**config.mk**
```make
export PLATFORM = sky130hd
export DESIGN_NAME = mem_wb_register
export DESIGN_NICKNAME = d
export VERILOG_FILES = /design/src/rtl/mips_pkg.sv /design/src/rtl/load_aligner.sv /design/src/rtl/mem_wb_register.sv
export SDC_FILE = /design/constraint.sdc
export NUM_CORES = 1
export LEC_CHECK = 0
export CORE_MARGIN = 5
export CORE_UTILIZATION = 41
export CTS_CLUSTER_DIAMETER = 150
export CTS_CLUSTER_SIZE = 16
export DETAILED_ROUTE_END_ITERATION = 10
export PLACE_DENSITY_LB_ADDON = 0.25
export SYNTH_ARGS = -nofsm -noshare
export SYNTH_HDL_FRONTEND = slang
export SYNTH_SLANG_ARGS = --single-unit
```
**constraint.sdc**
```tcl
create_clock -name Clock -period 3.2 [get_ports Clock]
set_input_delay 0.32 -clock Clock [delete_from_list [all_inputs] [get_ports Clock]]
set_output_delay 0.32 -clock Clock [all_outputs]
set_load 0.05 [all_outputs]
```
**src/rtl/mips_pkg.sv**
```systemverilog
// Shared MIPS pipeline definitions: load access-size encodings and register-file geometry.
package mips_pkg;

    localparam int unsigned REG_ADDR_W = 5;
    localparam int unsigned BYTE_SEL_W = 2;

    typedef enum logic [BYTE_SEL_W-1:0] {
        BS_WORD     = 2'b00,
        BS_BYTE     = 2'b01,
        BS_HALF     = 2'b10,
        BS_WORD_ALT = 2'b11
    } byte_sel_e;

endpackage

```
**src/rtl/load_aligner.sv**
```systemverilog
// Selects and extends the addressed byte/halfword of a little-endian memory word.
module load_aligner
    import mips_pkg::*;
#(
    parameter int unsigned DATA_W = 32
) (
    input  logic [DATA_W-1:0]     readWord,
    input  logic [1:0]            addr,
    input  logic [BYTE_SEL_W-1:0] byteSel,
    input  logic                  loadSigned,
    output logic [DATA_W-1:0]     loadData
);

    logic [7:0]  byteVal;
    logic [15:0] halfVal;

    always_comb begin
        byteVal  = readWord[{addr, 3'b000} +: 8];
        halfVal  = readWord[{addr[1], 4'b0000} +: 16];
        loadData = readWord;
        case (byteSel)
            BS_BYTE: loadData = {{(DATA_W-8){loadSigned & byteVal[7]}}, byteVal};
            BS_HALF: loadData = {{(DATA_W-16){loadSigned & halfVal[15]}}, halfVal};
            default: loadData = readWord;
        endcase
    end

endmodule

```
**src/rtl/mem_wb_register.sv**
```systemverilog
// MEM/WB pipeline register: selects the write-back value, registers it with control,
// and counts retired instructions.
module mem_wb_register #(
    parameter int unsigned DATA_W     = 32,
    parameter int unsigned REG_ADDR_W = mips_pkg::REG_ADDR_W
) (
    input  logic                            Clock,
    input  logic                            Reset,
    input  logic                            Stall,
    input  logic                            Flush,
    input  logic                            InValid,
    input  logic [DATA_W-1:0]               InPC,
    input  logic [DATA_W-1:0]               InALUResult,
    input  logic [DATA_W-1:0]               InReadData,
    input  logic [mips_pkg::BYTE_SEL_W-1:0] InByteSel,
    input  logic                            InLoadSigned,
    input  logic                            InMemToReg,
    input  logic                            InPCToReg,
    input  logic                            InRegWrite,
    input  logic [REG_ADDR_W-1:0]           InWriteReg,
    output logic                            OutValid,
    output logic [DATA_W-1:0]               OutPC,
    output logic [DATA_W-1:0]               OutWriteData,
    output logic [REG_ADDR_W-1:0]           OutWriteReg,
    output logic                            OutRegWrite,
    output logic [31:0]                     OutRetired
);

    logic [DATA_W-1:0] loadData;
    logic [DATA_W-1:0] writeDataNext;
    logic              regWriteNext;

    load_aligner #(
        .DATA_W(DATA_W)
    ) u_load_aligner (
        .readWord  (InReadData),
        .addr      (InALUResult[1:0]),
        .byteSel   (InByteSel),
        .loadSigned(InLoadSigned),
        .loadData  (loadData)
    );

    // Link-address writes take priority over loads, loads over the ALU result.
    always_comb begin
        writeDataNext = InALUResult;
        if (InPCToReg) begin
            writeDataNext = InPC + DATA_W'(8);
        end else if (InMemToReg) begin
            writeDataNext = loadData;
        end
        regWriteNext = InValid & InRegWrite & (InWriteReg != '0);
    end

    // Flush still loads the datapath fields so the bubble's contents are deterministic.
    always_ff @(posedge Clock or posedge Reset) begin
        if (Reset) begin
            OutValid     <= 1'b0;
            OutPC        <= '0;
            OutWriteData <= '0;
            OutWriteReg  <= '0;
            OutRegWrite  <= 1'b0;
            OutRetired   <= '0;
        end else if (Flush) begin
            OutValid     <= 1'b0;
            OutPC        <= InPC;
            OutWriteData <= writeDataNext;
            OutWriteReg  <= InWriteReg;
            OutRegWrite  <= 1'b0;
        end else if (!Stall) begin
            OutValid     <= InValid;
            OutPC        <= InPC;
            OutWriteData <= writeDataNext;
            OutWriteReg  <= InWriteReg;
            OutRegWrite  <= regWriteNext;
            if (InValid) begin
                OutRetired <= OutRetired + 32'd1;
            end
        end
    end

endmodule
```
==> flow_metrics.env, run 1 <==
export IMPL_pre_cts_ws_ns=0.5698
export IMPL_dr_total_vias=5745
export IMPL_crit_path_max_incr_delay_ns=0.58
export IMPL_power_leakage_nw=3.529
export IMPL_synth_top_family_by_area="simple AND/OR/NAND/NOR gates"
export IMPL_numPortBuffers=214
export IMPL_grt_total_usage_pct=23.02
export IMPL_register_area_um2=2577
export IMPL_path_cells="clkdlybuf4s50_1 > nand4_1 > nor4_1 > buf_4 > nand4_1 > xnor2_1 > a221o_1"
export IMPL_via_per_inst=5.561
export IMPL_max_slew_margin_rel_pct=43.44
export IMPL_worstSetupStartpointType="input port"
export IMPL_synth_top_cell_by_area="dfrtp_1"
export IMPL_grt_max_degree=69
export IMPL_hold_path_class="reg -> reg"
export IMPL_synthArstFlopShare_pct=100.0
export IMPL_htree_levels=3
export IMPL_period_minus_slack_ns=2.324
export IMPL_syn_to_final_growth_pct=46.71
export IMPL_antenna_found_initial=0
export IMPL_synth_cells_most_frequent="146 x nand2_1, 103 x dfrtp_1, 42 x o21ai_0, 40 x xnor2_1, 32 x clkbuf_1"
export IMPL_multi_input_area_um2=2933
export IMPL_synthSimpleGateAreaFrac_pct=22.20
export IMPL_yosys_top_cells_area="dfrtp_1 45%, nand2_1 9.6%, xnor2_1 6.1%"
export IMPL_die_h_um=128.2
export IMPL_start_util_pct=41.58
export IMPL_fmax_mhz=430.3
export IMPL_gp_congestion=0.9460
export IMPL_path_class="in -> reg"
export IMPL_n_fill_cell=1167
export IMPL_yosysMostFrequentCell="nand2_1"
export IMPL_ant_nets=0
export IMPL_clock_skew_ns=0.008791
export IMPL_synth_top_flop_cell="dfrtp_1"
export IMPL_rows=43
export IMPL_p_per_area_nw_per_um2=491.1
export IMPL_dr_pass1_iters=6
export IMPL_crit_fanout=11
export IMPL_clkTransAtPathRegs_ns=0.07
export IMPL_syn_nets=767
export IMPL_status="complete, no violations"
export IMPL_rsz0062_at_grt="no"
export IMPL_drtIter0Drc=499
export IMPL_tns_ns=0
export IMPL_post_cts_buffers=0
export IMPL_clkLatencyLatePin_ns=0.34
export IMPL_drive_gt1_share_pct=4.924
export IMPL_ys_warnings_count=0
export IMPL_grt_pass1_wl_um=30260
export IMPL_synth_top_area_share_pct=45.01
export IMPL_numCtsBuffers=9
export IMPL_hold_violations=0
export IMPL_ys_seq_area_share_pct=45.01
export IMPL_antenna_cells=0
export IMPL_crit_arrival_ns=2.55
export IMPL_core_area_um2=13770
export IMPL_synth_compound_area_share_pct=17.50
export IMPL_cp_common_cell="nand4_1"
export IMPL_drc=0
export IMPL_finalCritPeriodShare_pct=72.62
export IMPL_dp_hpwl_um=15180
export IMPL_rrSetupSlack_ns=1.26
export IMPL_wirelength_um=19290
export IMPL_synth_area_um2=5727
export IMPL_ctsResizeCount=0
export IMPL_tightest_slew_ns=0.8485
export IMPL_ys_ff_latch=103
export IMPL_cts_path_max_buffers=2
export IMPL_grt_pass1_vias=5627
export IMPL_synth_distinct_cells=53
export IMPL_ctsHoldBuffers=0
export IMPL_synthXorXnorAreaFrac_pct=8.412
export IMPL_cts_tree="built"
export IMPL_finalSetupViolCount=0
export IMPL_dieWidth_um=128.2
export IMPL_nets=964
export IMPL_setup_ws_ns=0.8762
export IMPL_syn_inst=651
export IMPL_crit_path_end_kind="flip-flop"
export IMPL_synth_mux_area_share_pct=2.054
export IMPL_synth_edf_count=0
export IMPL_synth_adder_area_share_pct=0.8739
export IMPL_root_buffer="clkbuf_16"
export IMPL_dieArea_um2=16430
export IMPL_postSynthAreaPerCell_um2=8.797
export IMPL_drv_slew=0
export IMPL_clock_sinks=103
export IMPL_wl_per_cell_um=18.67
export IMPL_slowest_stage="clkdlybuf4s50_1"
export IMPL_globalRoute_totalOverflow=0
export IMPL_cp_required_ns=3.42
export IMPL_ir_worst_vdd_uv=241.6
export IMPL_drv_cap=0
export IMPL_pin_count=215
## area by class of cell
| type | instances | area share [%] |
|---|---|---|
| clock buffers | 9 | 2.681 |
| clock inverters | 7 | 1.504 |
| inverters | 20 | 0.9233 |
| multi-input cells | 489 | 34.91 |
| flip-flops and latches | 103 | 30.68 |
| well taps | 180 | 2.681 |
| repair buffers | 225 | 26.63 |
## metrics by stage
step / util [%] / hold slack, ns / instance area, um2 / instances / total power [mW]
final: 61.00 / 0.4639 / 8402 / 1033 / 4.126
after global routing: 61.00 / 0.4866 / 8402 / 1033 / 4.290
after CTS: 61.00 / 0.4714 / 8402 / 1033 / 4.156
after detailed placement: 58.45 / 0.4553 / 8050 / 1017 / 2.872
after global placement: 58.45 / 0.4487 / 8050 / 1017 / 2.849
after floorplan: - / 0.3831 / 5727 / 651 / 2.306
## report_power, final
part | leakage (nW) | switching [mW] | internal [mW]
Clock | 0.169 | 0.501 | 0.776
Combinational | 2.08 | 0.828 | 0.489
Sequential | 1.28 | 0.107 | 1.43
## worst paths after layout
kind	start	endpoint	cells past startpoint
setup reg to reg	OutRetired[3]$_DFFE_PP0P_	OutRetired[25]$_DFFE_PP0P_	5
max in group asynchronous	Reset	OutPC[26]$_DFFE_PP0P_	3
hold / removal	OutPC[0]$_DFFE_PP0P_	OutPC[0]$_DFFE_PP0P_	2
min in group asynchronous	Reset	OutRetired[30]$_DFFE_PP0P_	2
hold reg to reg	OutPC[0]$_DFFE_PP0P_	OutPC[0]$_DFFE_PP0P_	2
setup / recovery	InPC[5]	OutWriteData[26]$_DFFE_PP0P_	7
## cell families after synthesis
logic type / after synthesis
AND/OR/NAND/NOR: 269
AO/OA/AOI/OAI: 150
flip-flops: 103
buffers and inverters: 59
XOR/XNOR: 55
multiplexers: 11
adder cells (fa/ha/maj): 4
## registers in the layout, summed over array words and instances (netlist names)
signal        cells
OutPC            32
OutRegWrite       1
OutRetired       32
OutValid          1
OutWriteData     32
OutWriteReg       5
## cells in the final DEF (no fill, tap or decap), types with 6 or more instances in the layout
master	n
a21oi_1	30
a221o_1	13
a31oi_1	9
a32oi_1	6
and2_1	6
buf_4	10
clkbuf_16	9
clkdlybuf4s50_1	214
dfrtp_1	103
inv_1	18
mux2_2	6
nand2_1	146
nand3_1	19
nand3b_1	6
nand4_1	18
nor2_1	27
nor2b_1	6
nor3_1	7
o211ai_1	8
o21ai_0	42
o22ai_1	9
xnor2_1	40
xor2_1	15
## worst max-delay path, delay by kind of cell
kind | cells | cell delay, ns
simple gates | 3 | 0.96
buf+inv | 2 | 0.77
compound gates | 1 | 0.33
xor+xnor | 1 | 0.16
## per-layer routing
layer / track usage, % / vias to the layer above / routed length [um]
met4: 9.051 / 0 / 550
met3: 4.042 / 35 / 1490
met2: 36.96 / 282 / 8997
li1: - / 2706 / -
met5: 0 / - / 0
met1: 30.94 / 2722 / 8252
Note: power is estimated with default switching activity, not from simulation.
==> run 2: changes to the inputs <==
- CORE_UTILIZATION: 41 -> 45
- clock period: 3.2 -> 2.3 ns (I/O delays scaled with it)
==> run 2 against run 1 <==
Against the previous run:
- register-to-register slack got worse by 0.80 ns
- core utilization increased by 8.0 points
- sequential power is 39% higher
- non-clock buffer count is 39 higher
- count of clock-buffer cells in the layout rose by 2
- sequential share of layout area is 0.94 points lower
- clock power grew 21%
- routed wire length grew 4.7%
- hold slack worse by 0.093 ns
- flip-flop and latch count is the same
- worst setup slack got worse by 0.53 ns
- die area down 8.2%
==> flow_metrics.env, run 2 (synthesis gave the netlist of run 1 again) <==
export IMPL_status="complete, no violations"
export IMPL_rrSetupSlack_ns=0.46
export IMPL_p_per_area_nw_per_um2=643.7
export IMPL_fmax_mhz=510.9
export IMPL_dp_hpwl_um=15790
export IMPL_gp_congestion=0.9313
export IMPL_drv_cap=0
export IMPL_internal_power_mw=3.588
export IMPL_post_cts_buffers=0
export IMPL_multi_input_area_um2=2933
export IMPL_drc=0
export IMPL_max_slew_margin_rel_pct=57.86
export IMPL_clock_sinks=103
export IMPL_finalCritPeriodShare_pct=85.10
export IMPL_numCtsBuffers=9
export IMPL_via_per_inst=5.548
export IMPL_place_inst=1048
export IMPL_path_class="in -> reg"
export IMPL_crit_path_end_kind="flip-flop"
export IMPL_rsz0062_at_grt="no"
export IMPL_cp_required_ns=2.50
export IMPL_antenna_found_initial=0
export IMPL_clkLatencyLatePin_ns=0.34
export IMPL_antenna_cells=0
export IMPL_period_minus_slack_ns=1.957
export IMPL_globalRoute_totalOverflow=0
export IMPL_crit_path_max_incr_delay_ns=0.58
export IMPL_use_met1_pct=35.66
export IMPL_n_fill_cell=973
export IMPL_power_switching_mw=1.990
export IMPL_ir_worst_vdd_uv=344.1
export IMPL_cts_path_max_buffers=2
export IMPL_cts_tree="built"
export IMPL_tns_ns=0
export IMPL_drv_slew=0
export IMPL_path_cells="clkdlybuf4s50_1 > ha_1 > nand2_1 > buf_4 > nor4_1 > nand4_1 > xor2_1 > o221ai_1"
export IMPL_clkTransAtPathRegs_ns=0.07
export IMPL_layout_commonest_cell="clkdlybuf4s50_1"
export IMPL_register_area_um2=2577
export IMPL_tightest_slew_ns=0.6321
export IMPL_final_util_pct=68.96
export IMPL_top_regs="OutPC x32, OutRetired x32, OutWriteData x32"
export IMPL_grt_use_met3_pct=6.267
export IMPL_drtIter0Drc=614
export IMPL_hold_path_class="in -> async"
export IMPL_syn_to_final_growth_pct=51.34
export IMPL_whs_ns=0.3709
export IMPL_dieWidth_um=122.8
export IMPL_p_sw_share_pct=35.68
export IMPL_crit_arrival_ns=2.16
export IMPL_nets=1003
export IMPL_start_util_pct=45.56
export IMPL_power_leakage_nw=3.702
export IMPL_dr_pass1_iters=5
export IMPL_wl_per_cell_um=19.00
export IMPL_final_cell_mix="214 x clkdlybuf4s50_1, 146 x nand2_1, 103 x dfrtp_1"
export IMPL_dieArea_um2=15080
export IMPL_grt_util_met2_pct=42.77
export IMPL_grt_pass1_wl_um=31320
export IMPL_die_h_um=122.8
export IMPL_drive_gt1_share_pct=8.866
export IMPL_layout_cells_non_filler=1063
export IMPL_clock_skew_ns=0.004065
export IMPL_ctsHoldBuffers=0
export IMPL_pin_count=215
export IMPL_grt_total_usage_pct=26.75
export IMPL_finalSetupViolCount=0
export IMPL_seq_power_share_pct=38.1
export IMPL_grt_pass1_vias=5918
export IMPL_pwr_share_clk_pct=27.8
export IMPL_rows=41
export IMPL_core_area_um2=12570
export IMPL_wirelength_um=20190
export IMPL_pwr_share_comb_pct=34.1
export IMPL_slowest_stage="clkdlybuf4s50_1"
export IMPL_ctsResizeCount=0
export IMPL_hold_violations=0
export IMPL_root_buffer="clkbuf_16"
export IMPL_grt_max_degree=104
export IMPL_numPortBuffers=214
export IMPL_worstSetupStartpointType="input port"
export IMPL_grt_busiest_layer="met2"
export IMPL_crit_fanout=6
export IMPL_dr_total_vias=5897
export IMPL_ant_nets=0
export IMPL_htree_levels=3
run 2: cell types whose count changed in the layout (fill, tap and decap cells not counted), sizes merged:
| cell | before | now |
|---|---|---|
| buf | 11 | 50 |
| bufinv | 3 | 1 |
| clkbuf | 9 | 11 |
| clkinv | 1 | 2 |
| inv | 22 | 20 |
run 2: through the flow:
step / setup WS [ns] / total power, mW / cell area (um2)
global route: 0.07445 / 5.794 / 8667
finish: 0.3427 / 5.579 / 8667
detailed placement: -0.01744 / 4.054 / 8372
CTS: 0.3244 / 5.600 / 8667
global placement: 0.005618 / 4.029 / 8372
floorplan: 0.1139 / 3.209 / 5731
run 2: worst max-delay path, delay by kind of cell:
kind / cells / cell delay (ns)
AO/OA/AOI/OAI: 1 / 0.15
AND/OR/NAND/NOR: 3 / 0.58
XOR/XNOR: 1 / 0.24
buffers and inverters: 2 / 0.74
adder cells (fa/ha/maj): 1 / 0.21
run 2: cell type report:
cell class / instances / share of cell area, %
inverter: 20 / 0.9095
sequential: 103 / 29.74
clock buffer: 11 / 2.801
timing repair buffer: 264 / 29.62
clock inverter: 4 / 0.6063
multi-input combinational: 489 / 33.84
tap: 172 / 2.483
run 2: power by group through the flow:
stage                     registers (mW)  logic, mW  clock network [mW]
after floorplan                     2.75      0.459                   0
after global placement              2.15       1.87                   0
after detailed placement            2.16       1.90                   0
after CTS                           2.13       1.90                1.57
after global routing                2.15       2.00                1.64
final                               2.13       1.90                1.55
run 2: worst paths after layout:
check,startpoint,endpoint,cells after the start
hold / removal,Reset,OutRetired[4]$_DFFE_PP0P_,3
setup reg to reg,OutRetired[0]$_DFFE_PP0P_,OutRetired[26]$_DFFE_PP0P_,7
setup / recovery,InPC[3],OutWriteData[31]$_DFFE_PP0P_,8
max in group asynchronous,Reset,OutWriteData[31]$_DFFE_PP0P_,3
min in group Clock,OutWriteReg[1]$_DFFE_PP0P_,OutWriteReg[1]$_DFFE_PP0P_,2
hold reg to reg,OutWriteReg[1]$_DFFE_PP0P_,OutWriteReg[1]$_DFFE_PP0P_,2
run 2: per-layer routing:
layer  wire (um)  vias up
met5           0        -
met2        9254      320
met4         555        0
met1        8593     2763
met3        1789       41
li1            -     2773
==> run 3: changes to the inputs <==
- REMOVE_ABC_BUFFERS: default -> 1
==> run 3 against run 2 <==
Against the previous run:
- worst setup slack got worse by 0.17 ns
- clock power about the same
- critical path depth increased by 1
- cell count grew 0.94%
- critical endpoint is now OutWriteData[11]$_DFFE_PP0P_
- largest power group unchanged
- highest routed layer unchanged
==> flow_metrics.env, run 3 (synthesis gave the netlist of run 1 again) <==
export IMPL_status="complete, no violations"
export IMPL_clock_skew_ns=0.007443
export IMPL_gp_congestion=0.9281
export IMPL_root_buffer="clkbuf_16"
export IMPL_rows=41
export IMPL_antenna_cells=0
export IMPL_rsz0062_at_grt="no"
export IMPL_drtIter0Drc=470
export IMPL_period_minus_slack_ns=2.124
export IMPL_rr_endpoint="OutRetired[26]$_DFFE_PP0P_"
export IMPL_nets=1012
export IMPL_path_class="in -> reg"
export IMPL_dp_hpwl_um=16380
export IMPL_tightest_slew_ns=0.7693
export IMPL_max_slew_margin_rel_pct=48.72
export IMPL_cts_tree="built"
export IMPL_worstSetupStartpointType="input port"
export IMPL_finalCritPeriodShare_pct=92.33
export IMPL_drv_cap=0
export IMPL_clkLatencyLatePin_ns=0.36
export IMPL_wl_met3_um=1765
export IMPL_final_area_um2=8717
export IMPL_slowest_stage="o21ai_0"
export IMPL_grt_max_degree=104
export IMPL_wirelength_um=21060
export IMPL_rrSetupSlack_ns=0.34
export IMPL_top_regs="OutPC x32, OutRetired x32, OutWriteData x32"
export IMPL_r2r_cells=6
export IMPL_ir_worst_vdd_uv=350.0
export IMPL_hold_path_class="in -> async"
export IMPL_grt_pass1_vias=6062
export IMPL_core_area_um2=12570
export IMPL_wl_met2_um=9839
export IMPL_whs_ns=0.3728
export IMPL_path_cells="clkdlybuf4s50_1 > inv_1 > ha_1 > nor2b_1 > a2bb2oi_1 > buf_4 > o21ai_0 > o22ai_1 > a211oi_1"
export IMPL_ant_nets=0
export IMPL_ctsResizeCount=0
export IMPL_finalSetupViolCount=0
export IMPL_crit_path_end_kind="flip-flop"
export IMPL_htree_levels=3
export IMPL_globalRoute_totalOverflow=0
export IMPL_cts_path_max_buffers=2
export IMPL_grt_pass1_wl_um=32520
export IMPL_antenna_found_initial=0
export IMPL_final_util_pct=69.36
export IMPL_fmax_mhz=470.9
export IMPL_drive_gt1_share_pct=9.989
export IMPL_pre_cts_ws_ns=-0.2145
export IMPL_cp_required_ns=2.56
export IMPL_crit_arrival_ns=2.38
export IMPL_p_per_area_nw_per_um2=638.0
export IMPL_clock_sinks=103
export IMPL_via_per_inst=5.551
export IMPL_grt_total_usage_pct=28.02
export IMPL_numCtsBuffers=9
export IMPL_drv_slew=0
export IMPL_setup_ws_ns=0.1764
export IMPL_tns_ns=0
export IMPL_start_util_pct=45.56
export IMPL_layout_commonest_cell="clkdlybuf4s50_1"
export IMPL_layout_cells_non_filler=1073
export IMPL_drc=0
export IMPL_dpl_cell_area_um2=8426
export IMPL_dr_pass1_iters=5
export IMPL_syn_to_final_growth_pct=52.22
export IMPL_die_h_um=122.8
export IMPL_final_cell_mix="214 x clkdlybuf4s50_1, 146 x nand2_1, 103 x dfrtp_1"
export IMPL_pin_count=215
export IMPL_dieWidth_um=122.8
export IMPL_clkTransAtPathRegs_ns=0.07
export IMPL_numPortBuffers=214
export IMPL_dieArea_um2=15080
export IMPL_dr_max_layer_used="met4"
export IMPL_post_cts_buffers=0
export IMPL_crit_path_max_incr_delay_ns=0.57
export IMPL_crit_fanout=6
export IMPL_place_inst=1057
export IMPL_met1_length_um=9107
export IMPL_dr_total_vias=5956
export IMPL_power_mw=5.562
export IMPL_wl_per_cell_um=19.63
export IMPL_hold_violations=0
export IMPL_power_leakage_nw=3.743
export IMPL_ctsHoldBuffers=0
export IMPL_timing_rr_start="OutRetired[0]$_DFFE_PP0P_"
-- run 3: cell types whose count changed in the layout (fill, tap and decap cells not counted), sizes merged --
cell | previous run | this run
buf | 50 | 59
clkinv | 2 | 4
bufinv | 1 | 0
inv | 20 | 22
clkbuf | 11 | 9
-- run 3: worst max-delay path by stage --
stage                         startpoint                      endpoint  slack, ns  depth (start not counted)
after floorplan                    Flush  OutWriteData[31]$_DFFE_PP0P_      -1.82                          5
after CTS                   InByteSel[1]  OutWriteData[11]$_DFFE_PP0P_       0.19                          9
after global placement    InALUResult[0]  OutWriteData[28]$_DFFE_PP0P_      -0.04                          7
after detailed placement    InByteSel[1]  OutWriteData[11]$_DFFE_PP0P_      -0.21                          9
final                       InByteSel[1]  OutWriteData[11]$_DFFE_PP0P_       0.18                          9
after global routing        InByteSel[1]  OutWriteData[11]$_DFFE_PP0P_       0.03                          9
-- run 3: area by class of cell --
cell class | count | area (um2)
fillers | 1018 | 3851
multi-input cells | 489 | 2933
repair buffers | 273 | 2623
flip-flops and latches | 103 | 2577
clock buffers | 9 | 225.2
well taps | 172 | 215.2
inverters | 20 | 77.57
clock inverters | 7 | 66.31
-- run 3: per-layer routing --
layer | global-route usage, % | up-vias
li1 | - | 2787
met1 | 37.09 | 2876
met2 | 45.54 | 267
met3 | 7.373 | 26
met4 | 7.628 | 0
met5 | 0 | -
-- run 3: power by group --
| part | total (mW) | internal, mW | switching, mW |
|---|---|---|---|
| clock network | 1.53 | 0.760 | 0.766 |
| logic | 1.91 | 0.733 | 1.17 |
| registers | 2.13 | 1.98 | 0.145 |
-- run 3: worst max-delay path: cells and delay by family --
family	cells	cell delay, ns
AOI/OAI and AO/OA	4	1.11
adders and majority gates	1	0.19
buffers and inverters	3	0.69
and+or+nand+nor	1	0.16
==> patch 1, RTL diff (config.mk and constraints of run 3) <==
`REG_ADDR_W`: 5 -> 4.
--- a/src/rtl/mips_pkg.sv
+++ b/src/rtl/mips_pkg.sv
@@ -2,5 +2,5 @@
 package mips_pkg;
 
-    localparam int unsigned REG_ADDR_W = 5;
+    localparam int unsigned REG_ADDR_W = 4;
     localparam int unsigned BYTE_SEL_W = 2;
 
Ports: changed (resized InWriteReg and OutWriteReg); port bits go from 215 to 213. No check against the original RTL was run, so the function may have changed too.
==> patch 1 against run 3 <==
- via count grew 2.2%
- synthesized area grew 0.74%
- global-route usage grew 0.23 points
- cell count decreased by 0.19%
- sequential cell count fell by 1
- power decreased by 0.64%
- sequential power down 2%
- synthesized cell count rose by 0.46%
- setup slack better by 130 ps
- cell area is essentially flat
- hold slack worse by 160 ps
- wire length is 1.0% higher
- highest routed layer unchanged
==> patch 1: results (changes against run 3) <==
Clock buffer cells 11 (+2); nets 1009 (-0.30%); drt via density 5.69 (+2.4%); Clock net power 1.60 mW (+5%); xor and xnor area share after synthesis 8.20% (-0.21 points); post-synth cell types 59 (+11%); vias in the first global route 6172 (+1.8%); Sw Pwr 1.98 mW (-4.9%); Post-Synth Adder-Cell Area 0.867% (-0.0064 points); Peak Freq 0.502 GHz (+6.6%); crit path DAT 2200 ps (-180 ps); dpl ws -33.8 ps (+181 ps); GRT Overall Usage 28.3% (+0.23 points); DP Area 0.00841 mm² (-0.22%); hold slack 214 ps (-159 ps); drt wl/cell 19.9 µm (+1.2%); crit path max fanout 7 (+1); first-pass GRT wire length 33100 µm (+1.8%); PD cells 634 mW/mm² (-0.61%); Synth Area in Compound Gates 17.6% (+0.11 points); register area 0.00255 mm² (-0.97%); status finished clean; largest net degree at the start of global routing 57 (-45%); port bufs 212 (-0.93%); crit path capture OutWriteData[5]$_DFFE_PP0P_; Synth area leaders dfrtp_1 (44%), nand2_1 (10%), xnor2_1 (4.4%); FF-to-FF End OutRetired[27]$_DFFE_PP0P_; proportion of layout cells with a drive suffix above 1 9.79% (-0.20 points); ClkCell Share 3.53% (+0.19 points); FF+latch count 102 (-0.97%); #MultiIn Comb 497 (+1.6%); buffer share of cell area 29.3% (-0.82 points); worst r2r src OutRetired[8]$_DFFE_PP0P_
[patch 1: changes by cell type in the layout (fill, tap and decap cells not counted), moves of 6 or more]
| cell | delta |
|---|---|
| a21oi_1 | -7 |
| a221o_1 | -11 |
| a221oi_1 | +7 |
| a31oi_1 | -8 |
| a32oi_1 | -6 |
| buf_4 | -7 |
| nand2_1 | +11 |
| nand3_1 | +6 |
| nand4_1 | -6 |
| o2bb2ai_1 | +9 |
| xnor2_1 | -11 |
| xor2_1 | +10 |
[patch 1: worst max-delay path: stages]
cell,delay (ps)
clkdlybuf4s50_1,570
buf_4,220
inv_1,100
a21oi_1,200
o21ai_0,300
a221oi_1,430
o21ai_0,160
[patch 1: per-layer routing]
layer	routed length [µm]	GRT usage, %	part of all wire (%)	vias up
li1	-	-	-	2799
met1	8390	36.0	39	2941
met2	10400	46.9	49	302
met3	1790	6.63	8.4	48
met4	684	10.2	3.2	0
met5	0	0	0	-
==> patch 2, RTL diff (config.mk and constraints of run 3) <==
Made on the original files. Register the output `OutRetired` once more, without a reset; this adds one clock of latency there. The other outputs are not delayed to match.
--- a/src/rtl/mem_wb_register.sv
+++ b/src/rtl/mem_wb_register.sv
@@ -26,4 +26,6 @@
     output logic [31:0]                     OutRetired
 );
+
+    logic [31:0] OutRetired_s0;
 
     logic [DATA_W-1:0] loadData;
@@ -60,5 +62,5 @@
             OutWriteReg  <= '0;
             OutRegWrite  <= 1'b0;
-            OutRetired   <= '0;
+            OutRetired_s0 <= '0;
         end else if (Flush) begin
             OutValid     <= 1'b0;
@@ -74,8 +76,12 @@
             OutRegWrite  <= regWriteNext;
             if (InValid) begin
-                OutRetired <= OutRetired + 32'd1;
+                OutRetired_s0 <= OutRetired_s0 + 32'd1;
             end
         end
     end
 
+    always_ff @(posedge Clock) begin
+        OutRetired <= OutRetired_s0;
+    end
+
 endmodule
Formal check against the unedited RTL: not equivalent (a bounded check fails within 4 cycles, from zero or initial values and one cycle with Reset high).
==> patch 2 against run 3 <==
- wire length grew 3.3%
- synthesized area grew 8.8%
- sequential cell count grew 32
- cell area grew 9.3%
- setup slack gained 180 ps
- global-route usage shrank 0.69 points
- count of clock-buffer cells in the layout grew 8
- power grew 30%
- clock skew grew 0.93 ps
- largest cell class is now registers
==> patch 2: results (changes against run 3) <==
status finished clean; met3 WL post-DR 1910 µm (+8.0%); GRT Overall Usage 27.3% (-0.69 points); Post-Synth Adder-Cell Area 0.804% (-0.070 points); Initial DRC Count 430 (-8.5%); maximum vdd ir drop 662 µV (+89%); Sw Pwr 2.41 mW (+16%); DP HPWL 16700 µm (+1.9%); largest net degree at the start of global routing 44 (-58%); most frequent cells after synthesis nand2_1 (152), dfrtp_1 (103), xnor2_1 (42), dfxtp_1 (32), o21ai_0 (31); GPL Wtd Cong 0.982 (+5.8%); dpl ws -11.7 ps (+203 ps); fin cells 1109 (+3.4%); vias 6102 (+2.5%); M1 GR Usage 35.2% (-1.8 points); crit path DAT 2220 ps (-160 ps); crit path max fanout 9 (+3); first-pass GRT wire length 34600 µm (+6.4%); Seq/Total Area, Yosys 51.7% (+6.7 points); nets 1032 (+2.0%); leakage power 4.06 nW (+8.5%); met2 Use GR 43.7% (-1.9 points); worst relative slew slack 57.6% (+8.9 points); Async S/R FF share, synth 76.3% (-24 points); vias in the first global route 6213 (+2.5%); Synth area leaders dfrtp_1 (41%), dfxtp_1 (10%), nand2_1 (9.2%); fin crit share 84.7% (-7.6 points)
## patch 2: changes by cell type after synthesis, sizes merged, moves of 5 or more
| cell | run 3 | this run |
|---|---|---|
| and2 | 7 | 12 |
| nor4 | 7 | 2 |
| dfxtp | 0 | 32 |
| and3 | 3 | 13 |
| o221ai | 5 | 15 |
| nand3b | 6 | 0 |
| a221o | 13 | 3 |
| a32oi | 6 | 1 |
| nand4 | 18 | 13 |
| nor3 | 7 | 12 |
| o22ai | 9 | 3 |
| o211ai | 8 | 14 |
| o21ai | 42 | 32 |
| nand2 | 146 | 152 |
## patch 2: cell families after synthesis
logic type	after synthesis
DFF	135
buffers and inverters	50
xor gates and xnor gates	54
muxes	12
and+or+nand+nor	270
adders and majority gates	4
AOI/OAI and AO/OA	135
## patch 2: final cells by class
class,count,area [µm²]
Clock buffer,17,425
Clock inverter,15,159
Fill cell,1068,4190
Inverter,15,58.8
Multi-Input combinational cell,475,2830
Sequential cell,135,3220
Tap cell,180,225
Timing Repair Buffer,272,2620
## patch 2: critical path: stages
cell and delay, ps:
clkdlybuf4s50_1 550, nand2_1 140, or4b_1 550, buf_4 190, nor3b_1 270, xnor2_1 150, o221ai_1 130
## patch 2: through the flow
| step | hold slack, ps | instance area (µm²) | TNS [ps] | util (%) |
|---|---|---|---|---|
| 2_1_floorplan | 293 | 6090 | -133080 | - |
| 3_5_place_dp | 353 | 8950 | -36.9 | 65.2 |
| 6_report | 177 | 9530 | 0 | 69.5 |
| 5_1_grt | 216 | 9530 | 0 | 69.5 |
| 4_1_cts | 176 | 9530 | 0 | 69.5 |
| 3_3_place_gp | 363 | 8950 | -22.7 | 65.2 |
## patch 2: power by group through the flow
stage / sequential [mW] / clock, mW / combinational, mW
after global routing: 2.73 / 2.86 / 1.92
after detailed placement: 2.75 / 0 / 1.82
after CTS: 2.71 / 2.74 / 1.83
after floorplan: 3.31 / 0 / 0.392
after global placement: 2.74 / 0 / 1.81
final: 2.71 / 2.70 / 1.82
## patch 2: path summary, 6_finish.rpt
| check | start | endpoint | cells after the start |
|---|---|---|---|
| hold / removal | Reset | OutPC[8]$_DFFE_PP0P_ | 2 |
| max in group asynchronous | Reset | OutWriteData[31]$_DFFE_PP0P_ | 3 |
| hold reg to reg | OutRetired_s0[18]$_DFFE_PP0P_ | OutRetired[18]$_DFF_P_ | 0 |
| setup / recovery | InPC[3] | OutWriteData[22]$_DFFE_PP0P_ | 7 |
| setup reg to reg | OutRetired_s0[3]$_DFFE_PP0P_ | OutRetired_s0[21]$_DFFE_PP0P_ | 6 |
| min in group Clock | OutRetired_s0[18]$_DFFE_PP0P_ | OutRetired[18]$_DFF_P_ | 0 |
